===== src/rtl/exc_sweep_ctrl.sv =====
// Linear FTW sweep sequencer for the sine-excitation / sigma-delta path: settle then measure per point.
// Optional macro SWEEP_AUTOREPEAT_EN adds i_repeat to restart the sweep instead of finishing.
module exc_sweep_ctrl #(
  parameter int unsigned FTW_WIDTH  = 16,
  parameter int unsigned STEP_WIDTH = 8,
  parameter int unsigned CNT_WIDTH  = 16
) (
  input  logic                  i_clk,
  input  logic                  i_rst,
  input  logic                  i_start,
  input  logic                  i_abort,
`ifdef SWEEP_AUTOREPEAT_EN
  input  logic                  i_repeat,
`endif
  input  logic [FTW_WIDTH-1:0]  i_ftw_start,
  input  logic [FTW_WIDTH-1:0]  i_ftw_step,
  input  logic [STEP_WIDTH-1:0] i_n_steps,
  input  logic [CNT_WIDTH-1:0]  i_settle_cyc,
  input  logic [CNT_WIDTH-1:0]  i_meas_cyc,
  output logic [FTW_WIDTH-1:0]  o_ftw,
  output logic                  o_en,
  output logic                  o_phase_rst,
  output logic                  o_trig,
  output logic                  o_meas,
  output logic [STEP_WIDTH-1:0] o_step_idx,
  output logic                  o_busy,
  output logic                  o_done
);

  typedef enum logic [1:0] {
    ST_IDLE,
    ST_SETTLE,
    ST_MEASURE,
    ST_DONE
  } state_e;

  state_e                state_q, state_d;
  logic [CNT_WIDTH-1:0]  timer_q, timer_d;
  logic [STEP_WIDTH-1:0] step_idx_q, step_idx_d;
  logic [FTW_WIDTH-1:0]  ftw_q, ftw_d;
  logic [FTW_WIDTH-1:0]  ftw_start_q, ftw_start_d;
  logic [FTW_WIDTH-1:0]  ftw_step_q, ftw_step_d;
  logic [STEP_WIDTH-1:0] n_steps_q, n_steps_d;
  logic [CNT_WIDTH-1:0]  settle_q, settle_d;
  logic [CNT_WIDTH-1:0]  meas_q, meas_d;
  logic                  en_q, en_d;
  logic                  phase_rst_q, phase_rst_d;
  logic                  trig_q, trig_d;
  logic                  meas_win_q, meas_win_d;
  logic                  busy_q, busy_d;
  logic                  done_q, done_d;

  logic                  repeat_c;
  logic                  last_step_c;

`ifdef SWEEP_AUTOREPEAT_EN
  assign repeat_c = i_repeat;
`else
  assign repeat_c = 1'b0;
`endif

  assign last_step_c = (step_idx_q == STEP_WIDTH'(n_steps_q - STEP_WIDTH'(1)));

  // State, datapath and registered outputs
  always_ff @(posedge i_clk) begin
    if (i_rst) begin
      state_q     <= ST_IDLE;
      timer_q     <= '0;
      step_idx_q  <= '0;
      ftw_q       <= '0;
      ftw_start_q <= '0;
      ftw_step_q  <= '0;
      n_steps_q   <= '0;
      settle_q    <= '0;
      meas_q      <= '0;
      en_q        <= 1'b0;
      phase_rst_q <= 1'b0;
      trig_q      <= 1'b0;
      meas_win_q  <= 1'b0;
      busy_q      <= 1'b0;
      done_q      <= 1'b0;
    end else begin
      state_q     <= state_d;
      timer_q     <= timer_d;
      step_idx_q  <= step_idx_d;
      ftw_q       <= ftw_d;
      ftw_start_q <= ftw_start_d;
      ftw_step_q  <= ftw_step_d;
      n_steps_q   <= n_steps_d;
      settle_q    <= settle_d;
      meas_q      <= meas_d;
      en_q        <= en_d;
      phase_rst_q <= phase_rst_d;
      trig_q      <= trig_d;
      meas_win_q  <= meas_win_d;
      busy_q      <= busy_d;
      done_q      <= done_d;
    end
  end

  // Next state; output flags describe the state being entered
  always_comb begin
    state_d     = state_q;
    timer_d     = timer_q;
    step_idx_d  = step_idx_q;
    ftw_d       = ftw_q;
    ftw_start_d = ftw_start_q;
    ftw_step_d  = ftw_step_q;
    n_steps_d   = n_steps_q;
    settle_d    = settle_q;
    meas_d      = meas_q;
    en_d        = 1'b0;
    phase_rst_d = 1'b0;
    trig_d      = 1'b0;
    meas_win_d  = 1'b0;
    busy_d      = 1'b0;
    done_d      = 1'b0;

    case (state_q)
      ST_IDLE: begin
        if (i_start && !i_abort) begin
          ftw_start_d = i_ftw_start;
          ftw_step_d  = i_ftw_step;
          n_steps_d   = i_n_steps;
          settle_d    = i_settle_cyc;
          meas_d      = i_meas_cyc;
          ftw_d       = i_ftw_start;
          step_idx_d  = '0;
          busy_d      = 1'b1;
          if (i_n_steps == '0) begin
            state_d = ST_DONE;
            done_d  = 1'b1;
          end else begin
            state_d     = ST_SETTLE;
            timer_d     = i_settle_cyc;
            en_d        = 1'b1;
            phase_rst_d = 1'b1;
          end
        end
      end

      ST_SETTLE: begin
        if (i_abort) begin
          state_d = ST_IDLE;
        end else begin
          en_d   = 1'b1;
          busy_d = 1'b1;
          if (timer_q == '0) begin
            state_d    = ST_MEASURE;
            timer_d    = meas_q;
            meas_win_d = 1'b1;
            trig_d     = 1'b1;
          end else begin
            timer_d = timer_q - CNT_WIDTH'(1);
          end
        end
      end

      ST_MEASURE: begin
        if (i_abort) begin
          state_d = ST_IDLE;
        end else if (timer_q != '0) begin
          timer_d    = timer_q - CNT_WIDTH'(1);
          en_d       = 1'b1;
          meas_win_d = 1'b1;
          busy_d     = 1'b1;
        end else if (!last_step_c || repeat_c) begin
          // Next point, or wrap back to point 0 when auto-repeating
          state_d     = ST_SETTLE;
          timer_d     = settle_q;
          en_d        = 1'b1;
          phase_rst_d = 1'b1;
          busy_d      = 1'b1;
          if (last_step_c) begin
            step_idx_d = '0;
            ftw_d      = ftw_start_q;
          end else begin
            step_idx_d = step_idx_q + STEP_WIDTH'(1);
            ftw_d      = ftw_q + ftw_step_q;
          end
        end else begin
          state_d = ST_DONE;
          busy_d  = 1'b1;
          done_d  = 1'b1;
        end
      end

      ST_DONE: begin
        state_d = ST_IDLE;
      end

      default: begin
        state_d = ST_IDLE;
      end
    endcase
  end

  assign o_ftw       = ftw_q;
  assign o_en        = en_q;
  assign o_phase_rst = phase_rst_q;
  assign o_trig      = trig_q;
  assign o_meas      = meas_win_q;
  assign o_step_idx  = step_idx_q;
  assign o_busy      = busy_q;
  assign o_done      = done_q;

endmodule

===== config.mk =====
export PLATFORM = sky130hd
export DESIGN_NAME = exc_sweep_ctrl
export DESIGN_NICKNAME = d
export VERILOG_FILES = /design/src/rtl/exc_sweep_ctrl.sv
export SDC_FILE = /design/constraint.sdc
export NUM_CORES = 1
export LEC_CHECK = 0
export ABC_AREA = 1
export BUFFER_PORTS_ARGS = -buffer_cell sky130_fd_sc_hd__buf_2
export CAP_MARGIN = 20
export CORE_UTILIZATION = 50
export DETAILED_ROUTE_END_ITERATION = 7
export HOLD_SLACK_MARGIN = 0.06
export MAX_ROUTING_LAYER = met4
export PLACE_DENSITY_LB_ADDON = 0.15
export SLEW_MARGIN = 20
export SYNTH_ARGS = -nofsm -noshare
export SYNTH_HDL_FRONTEND = slang
export SYNTH_SLANG_ARGS = --single-unit

===== constraint.sdc =====
create_clock -name i_clk -period 2.4 [get_ports i_clk]
set_input_delay 0.12 -clock i_clk [delete_from_list [all_inputs] [get_ports i_clk]]
set_output_delay 0.12 -clock i_clk [all_outputs]
set_load 0.02 [all_outputs]

======== Word level (Yosys, flattened, before mapping) ========
Index checks and enable logic that the tools add are counted.
storage, ports and cells
  output and inout bits ................... 30
  register bits ........................... 104
operators by class
  equal/unequal tests ..................... 13
  reduce and logical (&&, ||, !) cells .... 14
  add/subtract/negate cells ............... 4
  mux-type cells .......................... 49
  bitwise logic cells ..................... 1
operators by type and width
  operator                                                              count
  16-bit two-way mux                                                    11
  16-bit case mux with 3 select lines                                   1
  8-bit two-way mux                                                     4
  16-bit case mux with 2 select lines                                   1
  1-bit two-way mux                                                     18
  16-bit adder                                                          1
  16-bit zero test                                                      1
  8-bit case mux with 2 select lines                                    1
  16-bit nonzero test                                                   1
  16-bit by 1-bit subtractor with 16-bit output, second input constant  1
  2-bit two-way mux                                                     7
  2-bit != test, second input constant                                  6
  3-bit != test, second input constant                                  3
  8-bit by 1-bit adder with 8-bit output, second input constant         1
  8-bit == test                                                         1
  8-bit zero test                                                       1
  1-bit case mux with 2 select lines                                    4
  2-bit case mux with 4 select lines                                    1
  8-bit by 1-bit subtractor with 8-bit output, second input constant    1
  6-bit AND reduction                                                   1
  5-bit AND reduction                                                   1
  2-bit == test, second input constant                                  2
  2-bit OR reduction                                                    2
  1-bit case mux with 3 select lines                                    1
  9 further kinds                                                       9

======== Depth between registers and ports, before layout ========
Gate-level depths: netlist (run 1).
  depth in word-level cells ............... 6
  gate-level depth with buffers ........... 16

======== Least setup slack after synthesis (run 1) ========
No wires, ideal clock.
  kind .................................... reg2reg
  from .................................... register ftw_q[0] (netlist: o_ftw[0])
  to ...................................... register ftw_q[8] (netlist: o_ftw[8])
  library setup time ...................... 71 ps
  buffers on the path ..................... 0
  path slack .............................. 438 ps
  data arrival time ....................... 1891 ps
  stages on the path, launching flop included .. 14
  cell sequence ........................... dfxtp_1 -> ha_1 -> inv_1 -> fa_1 -> inv_1 -> nand3_1 -> nand3_1 -> nand2_1 -> nand2_1 -> or2_2 -> nand3_1 -> nand2_1 -> nand3_1 -> a21oi_2
between the ends
  longest elaborated chain between the ends .. 5
RTL lines
  element                              line  source
  from (decl)                          40    logic [FTW_WIDTH-1:0] ftw_q, ftw_d;
  from (signal assigned)               86    ftw_q <= ftw_d;
  16-bit adder                         179   ftw_d = ftw_q + ftw_step_q;
  16-bit two-way mux                   167   end else if (!last_step_c || repeat_c) begin
  16-bit two-way mux                   162   end else if (timer_q != '0) begin
  16-bit two-way mux                   160   if (i_abort) begin
  16-bit case mux with 2 select lines  119   case (state_q)
No other way between the ends. The select of a mux whose other input is x is not followed.
A chain may end at the register's enable or synchronous reset.

======== Worst setup path after layout (run 1) ========
  from .................................... register ftw_q[0] (netlist: o_ftw[0])
  to ...................................... register ftw_q[14] (netlist: o_ftw[14])
Same word-level chain as after synthesis.

==> impl_metrics.yaml, run 1 <==
floorplan:
  die_h_um: 116.1
  die_area_um2: 13480
  rows: 41
  die_x_um: 116.1
  core_um2: 12670
  ioPinCount: 106
  start_util_pct: 51.37
clocking:
  clock-sinks: 104
  htreeDepth: 3
  ctsRootBufferMaster: "clkbuf_16"
  clk_latency_ns: 0.36
  cts_buffers: 9
  cts_setup_buffers: 0
  clkSlewWorstSetupHoldPaths_ns: 0.07
  cts_tree: "built"
  cts.path.max_buffers: 2
timing:
  rsz0062_at_grt: "false"
  period_minus_slack_ns: 2.091
  hold_viol: 0
  period_share_pct: 87.13
  setup_viol: 0
  drv_slew: 0
  worst_pin_slew_ns: 0.6101
  max_slew_margin_pct: 59.27
  setup-tns-final_ns: 0
  fmax_mhz: 478.2
  clock_skew_ns: 0.008375
worst_setup_path:
  cp-end-kind: "register"
  worstPathArrival_ns: 2.38
  cp_data_required_time_ns: 2.69
  worstSetupPathType: "register to register"
  cp_max_fo: 3
  start_kind: "register"
yosys:
  netlist_area_um2: 6509
  synthFlopType: "dfxtp_1"
  synth_top_family_by_area: "simple AND/OR/NAND/NOR gates"
  yosys.area.top_type_share_pct: 31.99
  synth-xor-area-share_pct: 3.768
  synth_top_cell_by_area: "dfxtp_1"
  synthAdderAreaFrac_pct: 4.537
  syn-num-nets: 1104
  yosys.area_share.simple_pct: 37.85
  synth_edf_count: 0
  syn_area_per_cell_um2: 6.476
  ys_warn_count: 0
  synth_cell_type_count: 40
  synth_area_leaders: "dfxtp_1 32%, nand2_1 14%, nor2_1 10%"
  netlist_instances: 1005
  synth_compound_area_share_pct: 13.15
  muxShareOfSynthArea_pct: 0
  synth_seq_cells: 104
  synth-seq-area-share_pct: 31.99
  async_reset_ff_share_pct: 0
layout:
  fin_nets: 1236
  antennaDiodeCount: 0
  mostFrequentLayoutCells: "250 x nand2_1, 174 x nor2_1, 105 x buf_2"
  final_common_cell: "nand2_1"
  fill_cells: 1216
  final_area_um2: 7960
  synthToLayoutAreaGrowth_pct: 22.30
  layout-drive-gt1-share_pct: 18.65
drt:
  wl_mm: 17.56
  vias: 6568
  ant_nets: 0
  drcViolationCount: 0
  post_drt_wl_per_cell_um: 13.37
  via_per_inst: 4.998
  drt-pass1-iter-count: 7
  drtIter0Drc: 415
global_route:
  grt_pass1_vias: 6014
  grt_max_degree: 50
  grt_usage_pct: 28.62
  grt_pass1_wl_mm: 29.07
  antenna_found_initial: 0
  overflow: 0
hold_path:
  hold_path.class: "input pin to register"
flow_run:
  maxCapViolCount: 0
status:
  status: "complete, no violations"
place:
  port_buffers: 105
  place_area_um2: 7171
  dp_hpwl_mm: 11.85
  globalplace.congestion: 0.8801
pwr:
  peakVddDrop_v: 0.0006020
  leakage_nw: 4.024
  power_density_nw_per_um2: 1103
routing by layer:
| layer | GRT usage, % | up-vias | wire (um) |
|---|---|---|---|
| li1 | - | 3460 | - |
| met1 | 37.32 | 2901 | 8496 |
| met2 | 45.67 | 189 | 8005 |
| met3 | 5.293 | 18 | 845 |
| met4 | 7.265 | 0 | 216 |
| met5 | - | - | 0 |
cell families after synthesis:
| logic type | after synthesis |
|---|---|
| AND/OR/NAND/NOR | 563 |
| AO/OA/AOI/OAI | 153 |
| buffers and inverters | 134 |
| flip-flops | 104 |
| XOR/XNOR | 28 |
| adder cells (fa/ha/maj) | 23 |
cell usage after synthesis (3+ instances only):
master    instances
a31oi_1           3
o21ai_1           5
nor2_2            4
xor2_1           21
inv_2             7
nor2_4            4
dfxtp_1         104
nor3_1            7
inv_1            79
clkbuf_1         36
a21oi_1          27
ha_1             22
nand2_1         250
buf_4             3
nor2_1          175
xnor2_1           7
nand3_1          75
a21oi_2          20
or2_2             3
o21ai_0          95
buf_2             4
nand4_1           4
nand2_2          25
area by class of cell:
cell class / instances / area, um^2 / area share [%]
clock inverter: 2 / 10.01 / 0.1257
tap: 172 / 215.2 / 2.704
inverter: 86 / 322.8 / 4.055
timing repair buffer: 169 / 1164 / 14.62
multi-input combinational: 767 / 3872 / 48.65
sequential: 104 / 2082 / 26.16
clock buffer: 14 / 294.0 / 3.694
report_power, final:
group	internal [mW]	switching, mW
Combinational	1.71	3.08
Sequential	2.16	0.352
Clock	0.842	0.640
state kept, by name (all words and copies together), names as in the netlist:
name,cells
o_en,1
state_q,2
settle_q,16
n_steps_q,8
ftw_step_q,16
o_done,1
meas_q,16
o_phase_rst,1
o_trig,1
timer_q,16
o_ftw,16
o_meas,1
o_busy,1
o_step_idx,8
repair_timing:
action / in CTS / in global routing
resized for setup: 0 / 1
setup endpoints to repair: 0 / 7
hold buffers: 48 / 0
hold endpoints to repair: 48 / 0
critical path, stage by stage, from the launching register on:
cell and delay (ns):
dfxtp_1 0.39, ha_1 0.21, inv_1 0.06, fa_1 0.40, inv_1 0.09, nand4_1 0.09
nand2_1 0.19, nand2_1 0.11, nand3_1 0.09, nand3_1 0.07, nand2_1 0.08, nand3_1 0.09
a21oi_2 0.14
per-stage QoR:
| stage | worst slack, ns | hold WS (ns) | total power, mW | instances | util (%) |
|---|---|---|---|---|---|
| after floorplan | 0.4383 | 0.2549 | 6.155 | 1005 | - |
| after global placement | 0.3364 | 0.3398 | 7.183 | 1250 | 56.59 |
| after detailed placement | 0.2556 | 0.3459 | 7.224 | 1250 | 56.59 |
| after CTS | 0.2336 | 0.06771 | 8.799 | 1314 | 62.78 |
| after global routing | 0.1242 | 0.08243 | 9.563 | 1314 | 62.82 |
| final | 0.3090 | 0.07667 | 8.781 | 1314 | 62.82 |
worst paths after layout:
kind	slack, ns	depth (start not counted)	startpoint	end
setup / recovery	0.31	12	o_ftw[0]	o_ftw[14]
hold / removal	0.08	3	i_n_steps[4]	n_steps_q[4]
setup reg to reg	0.31	12	o_ftw[0]	o_ftw[14]
hold reg to reg	0.49	2	o_ftw[9]	o_ftw[9]
(Power assumes the default switching activity.)
==> inputs of run 2 (changes only) <==
--- a/config.mk
+++ b/config.mk
@@ -8,11 +8,13 @@
 export ABC_AREA = 1
 export BUFFER_PORTS_ARGS = -buffer_cell sky130_fd_sc_hd__buf_2
 export CAP_MARGIN = 20
+export CORE_MARGIN = 5
 export CORE_UTILIZATION = 50
 export DETAILED_ROUTE_END_ITERATION = 7
 export HOLD_SLACK_MARGIN = 0.06
 export MAX_ROUTING_LAYER = met4
 export PLACE_DENSITY_LB_ADDON = 0.15
+export REMOVE_ABC_BUFFERS = 1
 export SLEW_MARGIN = 20
 export SYNTH_ARGS = -nofsm -noshare
 export SYNTH_HDL_FRONTEND = slang
==> impl_metrics.yaml, run 2 (synthesis gave the netlist of run 1 again) <==
floorplan:
  start_util_pct: 51.37
  rows: 41
  ioPinCount: 106
  core_um2: 12670
  die_h_um: 124.1
  die_area_um2: 15400
  die_x_um: 124.1
timing:
  hold_viol: 0
  period_share_pct: 89.17
  setup_viol: 0
  worst_pin_slew_ns: 0.5576
  setup-tns-final_ns: 0
  clock_skew_ns: 0.004801
  fmax_mhz: 467.3
  period_minus_slack_ns: 2.140
  setup_ws_ns: 0.2599
  drv_slew: 0
  max_slew_margin_pct: 62.79
  rsz0062_at_grt: "false"
clocking:
  cts.path.max_buffers: 2
  cts_tree: "built"
  cts_buffers: 9
  clkSlewWorstSetupHoldPaths_ns: 0.07
  htreeDepth: 3
  cts_resized: 0
  ctsRootBufferMaster: "clkbuf_16"
  cts_setup_buffers: 0
  clk_latency_ns: 0.36
  clock-sinks: 104
global_route:
  grt_usage_pct: 24.13
  grt_pass1_vias: 6324
  antenna_found_initial: 0
  overflow: 0
  grt_pass1_wl_mm: 28.86
  grt_max_degree: 50
layout:
  final_area_um2: 7996
  layout.cells.non_filler: 1320
  utilization_pct: 63.11
  final_common_cell: "nand2_1"
  synthToLayoutAreaGrowth_pct: 22.86
  fin_nets: 1242
  layout-drive-gt1-share_pct: 18.82
  mostFrequentLayoutCells: "250 x nand2_1, 174 x nor2_1, 105 x buf_2"
  antennaDiodeCount: 0
pwr:
  peakVddDrop_v: 0.0007328
  leakage_nw: 4.021
  power_density_nw_per_um2: 1097
worst_setup_path:
  worstPathArrival_ns: 2.44
  r2r_end: "o_ftw[13]"
  cp.depth: 13
  cp_top_family: "simple AND/OR/NAND/NOR gates"
  worstPathCellList: "inv_1 -> ha_1 -> nand3_4 -> nor2_4 -> nand2_4 -> nor2_8 -> nand3b_4 -> nor2_4 -> nand2_4 -> nand2_8 -> buf_4 -> nand3_1 -> a21oi_2"
  timing.rr.start: "timer_q[0]"
  cp-end-kind: "register"
  reg2regPathDepth: 13
  start_kind: "register"
  critPathMaxStageDelay_ns: 0.31
  cp.buffers_inverters: 2
  cp_data_required_time_ns: 2.69
  r2r_slack_ns: 0.26
  worst_path_max_delay_cell: "dfxtp_1"
  critPathLaunch: "timer_q[0]"
  endpoint: "o_ftw[13]"
  worstSetupPathType: "register to register"
  cp_max_fo: 18
drt:
  drcViolationCount: 0
  drt-pass1-iter-count: 6
  via_per_inst: 4.990
  vias: 6587
  wl_mm: 17.39
  ant_nets: 0
  drtIter0Drc: 458
  post_drt_wl_per_cell_um: 13.18
place:
  globalplace.congestion: 0.8931
  place_area_um2: 7181
  dp_slack_ns: 0.2644
  port_buffers: 105
  dp_hpwl_mm: 11.85
  dp.cells: 1253
flow_run:
  maxCapViolCount: 0
hold_path:
  hold_path.class: "input pin to register"
status:
  status: "complete, no violations"
run 2: worst min path at each step:
stage	endpoint	slack, ns	depth (start not counted)	start
floorplan	o_ftw[0]	0.18	1	i_rst
global placement	meas_q[8]	0.34	3	i_meas_cyc[8]
detailed placement	ftw_step_q[9]	0.35	3	i_ftw_step[9]
CTS	n_steps_q[3]	0.06	3	i_n_steps[3]
global route	n_steps_q[3]	0.09	3	i_n_steps[3]
finish	ftw_step_q[1]	0.07	3	i_ftw_step[1]
run 2: tightest hold or removal path: stages:
cell,delay [ns]
buf_2,0.07
o21ai_0,0.08
a21oi_1,0.11
run 2: stage by stage:
| stage | power, mW | hold WS, ns |
|---|---|---|
| after floorplan | 5.824 | 0.1824 |
| after global placement | 7.154 | 0.3398 |
| after detailed placement | 7.190 | 0.3471 |
| after CTS | 8.818 | 0.06008 |
| after global routing | 9.548 | 0.09302 |
| final | 8.773 | 0.06677 |
run 2: report_power, final:
| part | switching [mW] | internal [mW] |
|---|---|---|
| registers | 0.322 | 2.15 |
| clock network | 0.702 | 0.840 |
| logic | 3.06 | 1.69 |
| total | 4.09 | 4.69 |
run 2: layout make-up:
type	count	area, um^2
multi-input cells	767	3867
inverters	86	322.8
flip-flops and latches	104	2082
repair buffers	175	1204
clock buffers	10	239.0
fillers	1239	4674
clock inverters	6	66.31
well taps	172	215.2
run 2: metal layers:
layer  vias to the layer above  global-route usage (%)  share of wire (%)
met4                         0                   7.803                2.1
met3                        31                   4.541                4.7
met1                      2939                   28.39                 44
met2                       152                   41.66                 49
met5                         -                       -                  0
li1                       3465                       -                  -
run 2: repair_timing:
| item | 4_1_cts | 5_1_grt |
|---|---|---|
| hold buffers | 51 | 0 |
| hold endpoints to repair | 51 | 0 |
| setup endpoints to repair | 0 | 0 |
